$ cat src/rtl/pwm_led_array.sv
// pwm_led_array: CH-channel LED PWM with key-adjusted duty/frequency and one shared sequential divider.
// Define PWM_PHASE_STAGGER_EN to spread the reset counter phases across channels.
module pwm_led_array #(
    parameter int CH        = 4,
    parameter int CLK_HZ    = 50_000_000,
    parameter int DUTY_MAX  = 99,
    parameter int DUTY_STEP = 2,
    parameter int FREQ_MAX  = 200,
    parameter int FREQ_MIN  = 4,
    parameter int FREQ_STEP = 4,
    parameter int PW        = 24,
    parameter int DIV_W     = 32
) (
    input  logic                  clk,
    input  logic                  rst,
    input  logic                  sel_key,
    input  logic                  duty_key,
    input  logic                  freq_key,
    output logic [CH-1:0]         led,
    output logic [$clog2(CH)-1:0] cur_ch,
    output logic [6:0]            cur_duty,
    output logic [7:0]            cur_freq,
    output logic                  busy
);
    localparam int CW = $clog2(CH);
    localparam int IW = $clog2(DIV_W);
    localparam longint P0L = longint'(CLK_HZ) / FREQ_MAX;
    localparam logic [PW-1:0] P0 = PW'(P0L);
    localparam logic [PW-1:0] H0 = PW'(P0L * DUTY_MAX / 100);

    typedef enum logic [1:0] {IDLE, DIV_P, DIV_H, STORE} state_t;

    state_t                state_q, state_d;
    logic [IW-1:0]         it_q, it_d;
    logic [DIV_W-1:0]      num_q, num_d, den_q, den_d, rem_q, rem_d, num_nx;
    logic [DIV_W:0]        rem_sh;
    logic                  ge, last;
    logic [CW-1:0]         ch_q, ch_d, cur_ch_q, cur_ch_d, pick;
    logic [6:0]            dl_q, dl_d;
    logic [PW-1:0]         pn_q, pn_d;
    logic [CH-1:0]         pending_q, pending_d, upd_q, upd_d, led_q, led_d, wrap;
    logic [CH-1:0][6:0]    duty_q, duty_d;
    logic [CH-1:0][7:0]    freq_q, freq_d;
    logic [CH-1:0][PW-1:0] shadow_p_q, shadow_p_d, shadow_h_q, shadow_h_d;
    logic [CH-1:0][PW-1:0] period_q, period_d, high_q, high_d, cnt_q, cnt_d;

    // num_q holds the shifting dividend and collects quotient bits from the bottom
    always_comb begin
        rem_sh = {rem_q, num_q[DIV_W-1]};
        ge     = rem_sh >= {1'b0, den_q};
        num_nx = {num_q[DIV_W-2:0], ge};
        last   = it_q == IW'(DIV_W - 1);
        pick   = '0;
        for (int i = CH - 1; i >= 0; i--) if (pending_q[i]) pick = CW'(i);
    end

    always_comb begin
        state_d    = state_q;
        it_d       = it_q + 1'b1;
        num_d      = num_q;
        den_d      = den_q;
        rem_d      = rem_q;
        ch_d       = ch_q;
        dl_d       = dl_q;
        pn_d       = pn_q;
        pending_d  = pending_q;
        shadow_p_d = shadow_p_q;
        shadow_h_d = shadow_h_q;
        upd_d      = upd_q;
        duty_d     = duty_q;
        freq_d     = freq_q;
        wrap       = '0;
        cnt_d      = cnt_q;
        period_d   = period_q;
        high_d     = high_q;
        led_d      = '0;
        for (int i = 0; i < CH; i++) begin
            wrap[i]     = cnt_q[i] == period_q[i] - 1'b1;
            cnt_d[i]    = wrap[i] ? '0 : cnt_q[i] + 1'b1;
            period_d[i] = wrap[i] && upd_q[i] ? shadow_p_q[i] : period_q[i];
            high_d[i]   = wrap[i] && upd_q[i] ? shadow_h_q[i] : high_q[i];
            upd_d[i]    = upd_q[i] && !wrap[i];
            led_d[i]    = cnt_q[i] < high_q[i];
        end
        case (state_q)
            IDLE: if (|pending_q) begin
                pending_d[pick] = 1'b0;
                ch_d            = pick;
                dl_d            = duty_q[pick];
                num_d           = DIV_W'(CLK_HZ);
                den_d           = DIV_W'(freq_q[pick]);
                rem_d           = '0;
                it_d            = '0;
                state_d         = DIV_P;
            end
            DIV_P, DIV_H: begin
                num_d = num_nx;
                rem_d = ge ? DIV_W'(rem_sh - {1'b0, den_q}) : rem_sh[DIV_W-1:0];
                if (last) begin
                    it_d    = '0;
                    state_d = state_q == DIV_P ? DIV_H : STORE;
                    if (state_q == DIV_P) begin
                        pn_d  = num_nx[PW-1:0];
                        num_d = DIV_W'(num_nx[PW-1:0]) * DIV_W'(dl_q);
                        den_d = DIV_W'(100);
                        rem_d = '0;
                    end
                end
            end
            default: begin
                // a store on a wrap edge sets upd after the wrap clears it, so it loads next wrap
                shadow_p_d[ch_q] = pn_q;
                shadow_h_d[ch_q] = num_q[PW-1:0];
                upd_d[ch_q]      = 1'b1;
                state_d          = IDLE;
            end
        endcase
        if (duty_key) duty_d[cur_ch_q] = duty_q[cur_ch_q] <= 7'(DUTY_STEP) ? 7'(DUTY_MAX) : duty_q[cur_ch_q] - 7'(DUTY_STEP);
        if (freq_key) freq_d[cur_ch_q] = freq_q[cur_ch_q] < 8'(FREQ_MIN + FREQ_STEP) ? 8'(FREQ_MAX) : freq_q[cur_ch_q] - 8'(FREQ_STEP);
        if (duty_key || freq_key) pending_d[cur_ch_q] = 1'b1;
        cur_ch_d = sel_key ? (cur_ch_q == CW'(CH - 1) ? '0 : cur_ch_q + 1'b1) : cur_ch_q;
    end

    always_ff @(posedge clk) begin
        if (rst) begin
            state_q   <= IDLE;
            it_q      <= '0;
            num_q     <= '0;
            den_q     <= '0;
            rem_q     <= '0;
            ch_q      <= '0;
            dl_q      <= '0;
            pn_q      <= '0;
            pending_q <= '0;
            upd_q     <= '0;
            led_q     <= '0;
            cur_ch_q  <= '0;
            for (int i = 0; i < CH; i++) begin
                duty_q[i]     <= 7'(DUTY_MAX);
                freq_q[i]     <= 8'(FREQ_MAX);
                shadow_p_q[i] <= P0;
                shadow_h_q[i] <= H0;
                period_q[i]   <= P0;
                high_q[i]     <= H0;
`ifdef PWM_PHASE_STAGGER_EN
                cnt_q[i]      <= PW'(longint'(i) * (P0L / CH));
`else
                cnt_q[i]      <= '0;
`endif
            end
        end else begin
            state_q    <= state_d;
            it_q       <= it_d;
            num_q      <= num_d;
            den_q      <= den_d;
            rem_q      <= rem_d;
            ch_q       <= ch_d;
            dl_q       <= dl_d;
            pn_q       <= pn_d;
            pending_q  <= pending_d;
            upd_q      <= upd_d;
            led_q      <= led_d;
            cur_ch_q   <= cur_ch_d;
            duty_q     <= duty_d;
            freq_q     <= freq_d;
            shadow_p_q <= shadow_p_d;
            shadow_h_q <= shadow_h_d;
            period_q   <= period_d;
            high_q     <= high_d;
            cnt_q      <= cnt_d;
        end
    end

    assign led      = led_q;
    assign cur_ch   = cur_ch_q;
    assign cur_duty = duty_q[cur_ch_q];
    assign cur_freq = freq_q[cur_ch_q];
    assign busy     = state_q != IDLE;
endmodule

$ cat config.mk
export PLATFORM = sky130hd
export DESIGN_NAME = pwm_led_array
export DESIGN_NICKNAME = d
export VERILOG_FILES = /design/src/rtl/pwm_led_array.sv
export SDC_FILE = /design/constraint.sdc
export NUM_CORES = 2
export LEC_CHECK = 0
export ABC_AREA = 1
export BUFFER_PORTS_ARGS = -buffer_cell sky130_fd_sc_hd__buf_2
export CAP_MARGIN = 10
export CORE_UTILIZATION = 65
export DETAILED_ROUTE_END_ITERATION = 10
export PLACE_DENSITY = 0.87
export SYNTH_ARGS = -nofsm -noshare
export SYNTH_HDL_FRONTEND = slang
export SYNTH_SLANG_ARGS = --single-unit
export TNS_END_PERCENT = 5
$ cat constraint.sdc
create_clock -name clk -period 14.22 [get_ports clk]
set_clock_uncertainty 0.05 [all_clocks]
set_input_delay 0 -clock clk [delete_from_list [all_inputs] [get_ports clk]]
set_output_delay 0 -clock clk [all_outputs]
set_load 0.05 [all_outputs]
==> impl_metrics.env <==
export IMPL_status="completed"
export IMPL_h_tree_depth=3
export IMPL_postRouteAntennaNets=0
export IMPL_async_reset_ff_share_pct=0
export IMPL_synth_largest_area_cell="dfxtp_1"
export IMPL_synth_cells=5804
export IMPL_yosysMostFrequentCell="nand2_1"
export IMPL_grt_use_total_pct=34.61
export IMPL_cts_buffer_depth=3
export IMPL_portBuffers=26
export IMPL_reg2reg_setup_slack_ns=7.82
export IMPL_cpPeakStageDelay_ns=0.55
export IMPL_crit_slowest_cell="fa_1"
export IMPL_p_leak_nw=20.00
export IMPL_crit_top_cell="nand2_1"
export IMPL_ys_seq_elements=666
export IMPL_clock_sinks=666
export IMPL_setup_viol=0
export IMPL_synthFlopType="dfxtp_1"
export IMPL_crit_path_end_kind="flop"
export IMPL_vias=37360
export IMPL_avgSynthCellArea_um2=6.822
export IMPL_grt_max_degree=177
export IMPL_die_height_um=248.8
export IMPL_globalplace_congestion=0.9378
export IMPL_die_area_um2=61910
export IMPL_core_area_um2=60250
export IMPL_start_util_pct=65.72
export IMPL_slew_viol_final=0
export IMPL_io_pins=27
export IMPL_yosysUniqueCellTypes=53
export IMPL_slew_headroom_pct=21.24
export IMPL_worstRegToRegCells=32
export IMPL_via_per_inst=5.745
export IMPL_grt_overflow_total=0
export IMPL_dp_slack_ns=7.901
export IMPL_wirelength_um=108400
export IMPL_cts_tree="yes"
export IMPL_path_clk_slew_ns=0.06
export IMPL_first_pass_iters=5
export IMPL_yosysTopAreaCellShare_pct=33.67
export IMPL_holdCritPathClass="in -> reg"
export IMPL_die_x_um=248.8
export IMPL_dp_hpwl_um=73120
export IMPL_ir_drop_mv=0.2493
export IMPL_min_period_ns=6.397
export IMPL_worstHoldPathCells=4
export IMPL_grt_pass1_wl_um=175800
export IMPL_finalSetupTns_ns=0
export IMPL_cts_root_buf="clkbuf_16"
export IMPL_cts_inserted_buffers=71
export IMPL_wl_per_cell_um=16.67
export IMPL_hold_start="sel_key"
export IMPL_drt_iter0_drc=3237
export IMPL_cts_resized=0
export IMPL_arrival_ns=6.80
export IMPL_clock_latency_ns=0.62
export IMPL_worstSetupPathType="reg -> reg"
export IMPL_fmax_mhz=156.3
export IMPL_area_growth_syn_to_layout_pct=6.668
export IMPL_critPathMaxFanout=21
export IMPL_rsz0062_at_grt="false"
export IMPL_rr_startpoint="den_q[2]$_SDFFE_PP0P_"
export IMPL_worst_setup_path_start_kind="flop"
export IMPL_powerDensity_nw_per_um2=141.3
export IMPL_hold_path_endpoint="cur_ch[1]$_SDFFE_PP0P_"
export IMPL_ys_warn_count=0
export IMPL_timing_final_ws_setup_ns=7.823
export IMPL_drc_errors=0
export IMPL_netlist_area_um2=39590
export IMPL_worst_pin_slew_ns=1.180
export IMPL_drive_gt1_share_pct=4.423
export IMPL_synth_edf_count=0
export IMPL_yosys_top_cells_count="nand2_1, inv_1, dfxtp_1, nor2_1, a21oi_1"
export IMPL_ys_seq_area_share_pct=33.67
export IMPL_finalCritPeriodShare_pct=44.98
export IMPL_hold_viol_final=0
export IMPL_antenna_found_initial=2
export IMPL_n_antenna_cell=0
export IMPL_timing_rr_end="num_q[21]$_SDFFE_PP0P_"
export IMPL_finalNetCount=5951
export IMPL_grt_pass1_vias=35040
export IMPL_synth_nets=6088
export IMPL_num_rows=90
export IMPL_worstPathRequired_ns=14.62
export IMPL_drv_cap=0
export IMPL_crit_start="den_q[2]$_SDFFE_PP0P_"
export IMPL_synth_area_leaders="dfxtp_1, nand2_1, inv_1"
## metrics by stage
| step | std cells | total power, mW | cell area (µm²) | hold slack (ns) | util, % |
|---|---|---|---|---|---|
| CTS | 6502 | 5.939 | 42230 | 0.2118 | 70.10 |
| global placement | 6372 | 4.040 | 39840 | 0.2552 | 66.14 |
| global route | 6502 | 6.268 | 42230 | 0.2282 | 70.10 |
| finish | 6502 | 5.969 | 42230 | 0.2126 | 70.10 |
| detailed placement | 6372 | 4.059 | 39840 | 0.2873 | 66.14 |
| floorplan | 5804 | 3.487 | 39590 | 0.1365 | - |
## repair_timing
| action | in CTS | in global routing |
|---|---|---|
| hold buffers | 4 | 0 |
| hold endpoints to repair | 97 | 0 |
| setup buffers | 0 | 0 |
## per-layer routing
| metal | part of all wire [%] | track usage (%) | vias to the layer above |
|---|---|---|---|
| met3 | 7.5 | 4.702 | 380 |
| li1 | - | - | 18190 |
| met5 | 0.021 | 0 | - |
| met4 | 5.6 | 19.47 | 4 |
| met1 | 40 | 43.71 | 17210 |
| met2 | 46 | 57.07 | 1579 |
## cell usage in the layout, fill, tap and decap left out, drive strengths merged, types with 44 or more instances in the layout
cell type / count
fa: 110
buf: 63
a21oi: 411
xnor2: 44
o21ai: 302
ha: 169
nand2: 1407
dfxtp: 666
nand4: 238
inv: 861
nor2: 646
nand3: 290
clkbuf: 99
xor2: 118
o211ai: 47
nor3: 84
## logic make-up after synthesis
kind of cell,Yosys count,share of synthesized area [%]
AO/OA/AOI/OAI,826,11.16
AND/OR/NAND/NOR,2727,29.46
adder cells (fa/ha/maj),279,10.90
buffers and inverters,1144,11.22
XOR/XNOR,162,3.584
flip-flops,666,33.67
## power by group
part | internal, mW | switching [mW] | leakage (nW)
combinational | 0.595 | 1.32 | 13.5
clock | 1.10 | 0.787 | 1.15
sequential | 1.97 | 0.190 | 5.39
## layout make-up
class	instances	area, µm²
multi-input combinational	3994	21850
fill	4927	18010
sequential	666	13330
inverter	867	3262
clock buffer	99	2057
tap	782	978.4
timing repair buffer	67	462.9
clock inverter	27	292.8
## worst max-delay path, delay by kind of cell, from the launching register on
family	cells	cell delay [ns]
buffers and inverters	5	0.59
DFF	1	0.33
and+or+nand+nor	17	1.89
adders and majority gates	6	2.76
AOI/OAI and AO/OA	4	0.61
## sequential cells by signal (all words and copies together), names as in the netlist, 7 cells and up
register and cells:
pn_q 24, shadow_p_q 96, num_q 32, shadow_h_q 96
period_q 96, high_q 96, cnt_q 96, freq_q 32
dl_q 7, rem_q 32, den_q 8, duty_q 28
## how the worst max path moves through the flow
| stage | slack (ns) | end | cells past startpoint |
|---|---|---|---|
| floorplan | 8.65 | num_q[21]$_SDFFE_PP0P_ | 32 |
| global placement | 7.96 | num_q[21]$_SDFFE_PP0P_ | 32 |
| detailed placement | 7.90 | num_q[21]$_SDFFE_PP0P_ | 32 |
| CTS | 7.86 | num_q[21]$_SDFFE_PP0P_ | 32 |
| global route | 7.33 | num_q[21]$_SDFFE_PP0P_ | 32 |
| finish | 7.82 | num_q[21]$_SDFFE_PP0P_ | 32 |
No activity file was read; power rests on OpenSTA's default activity.
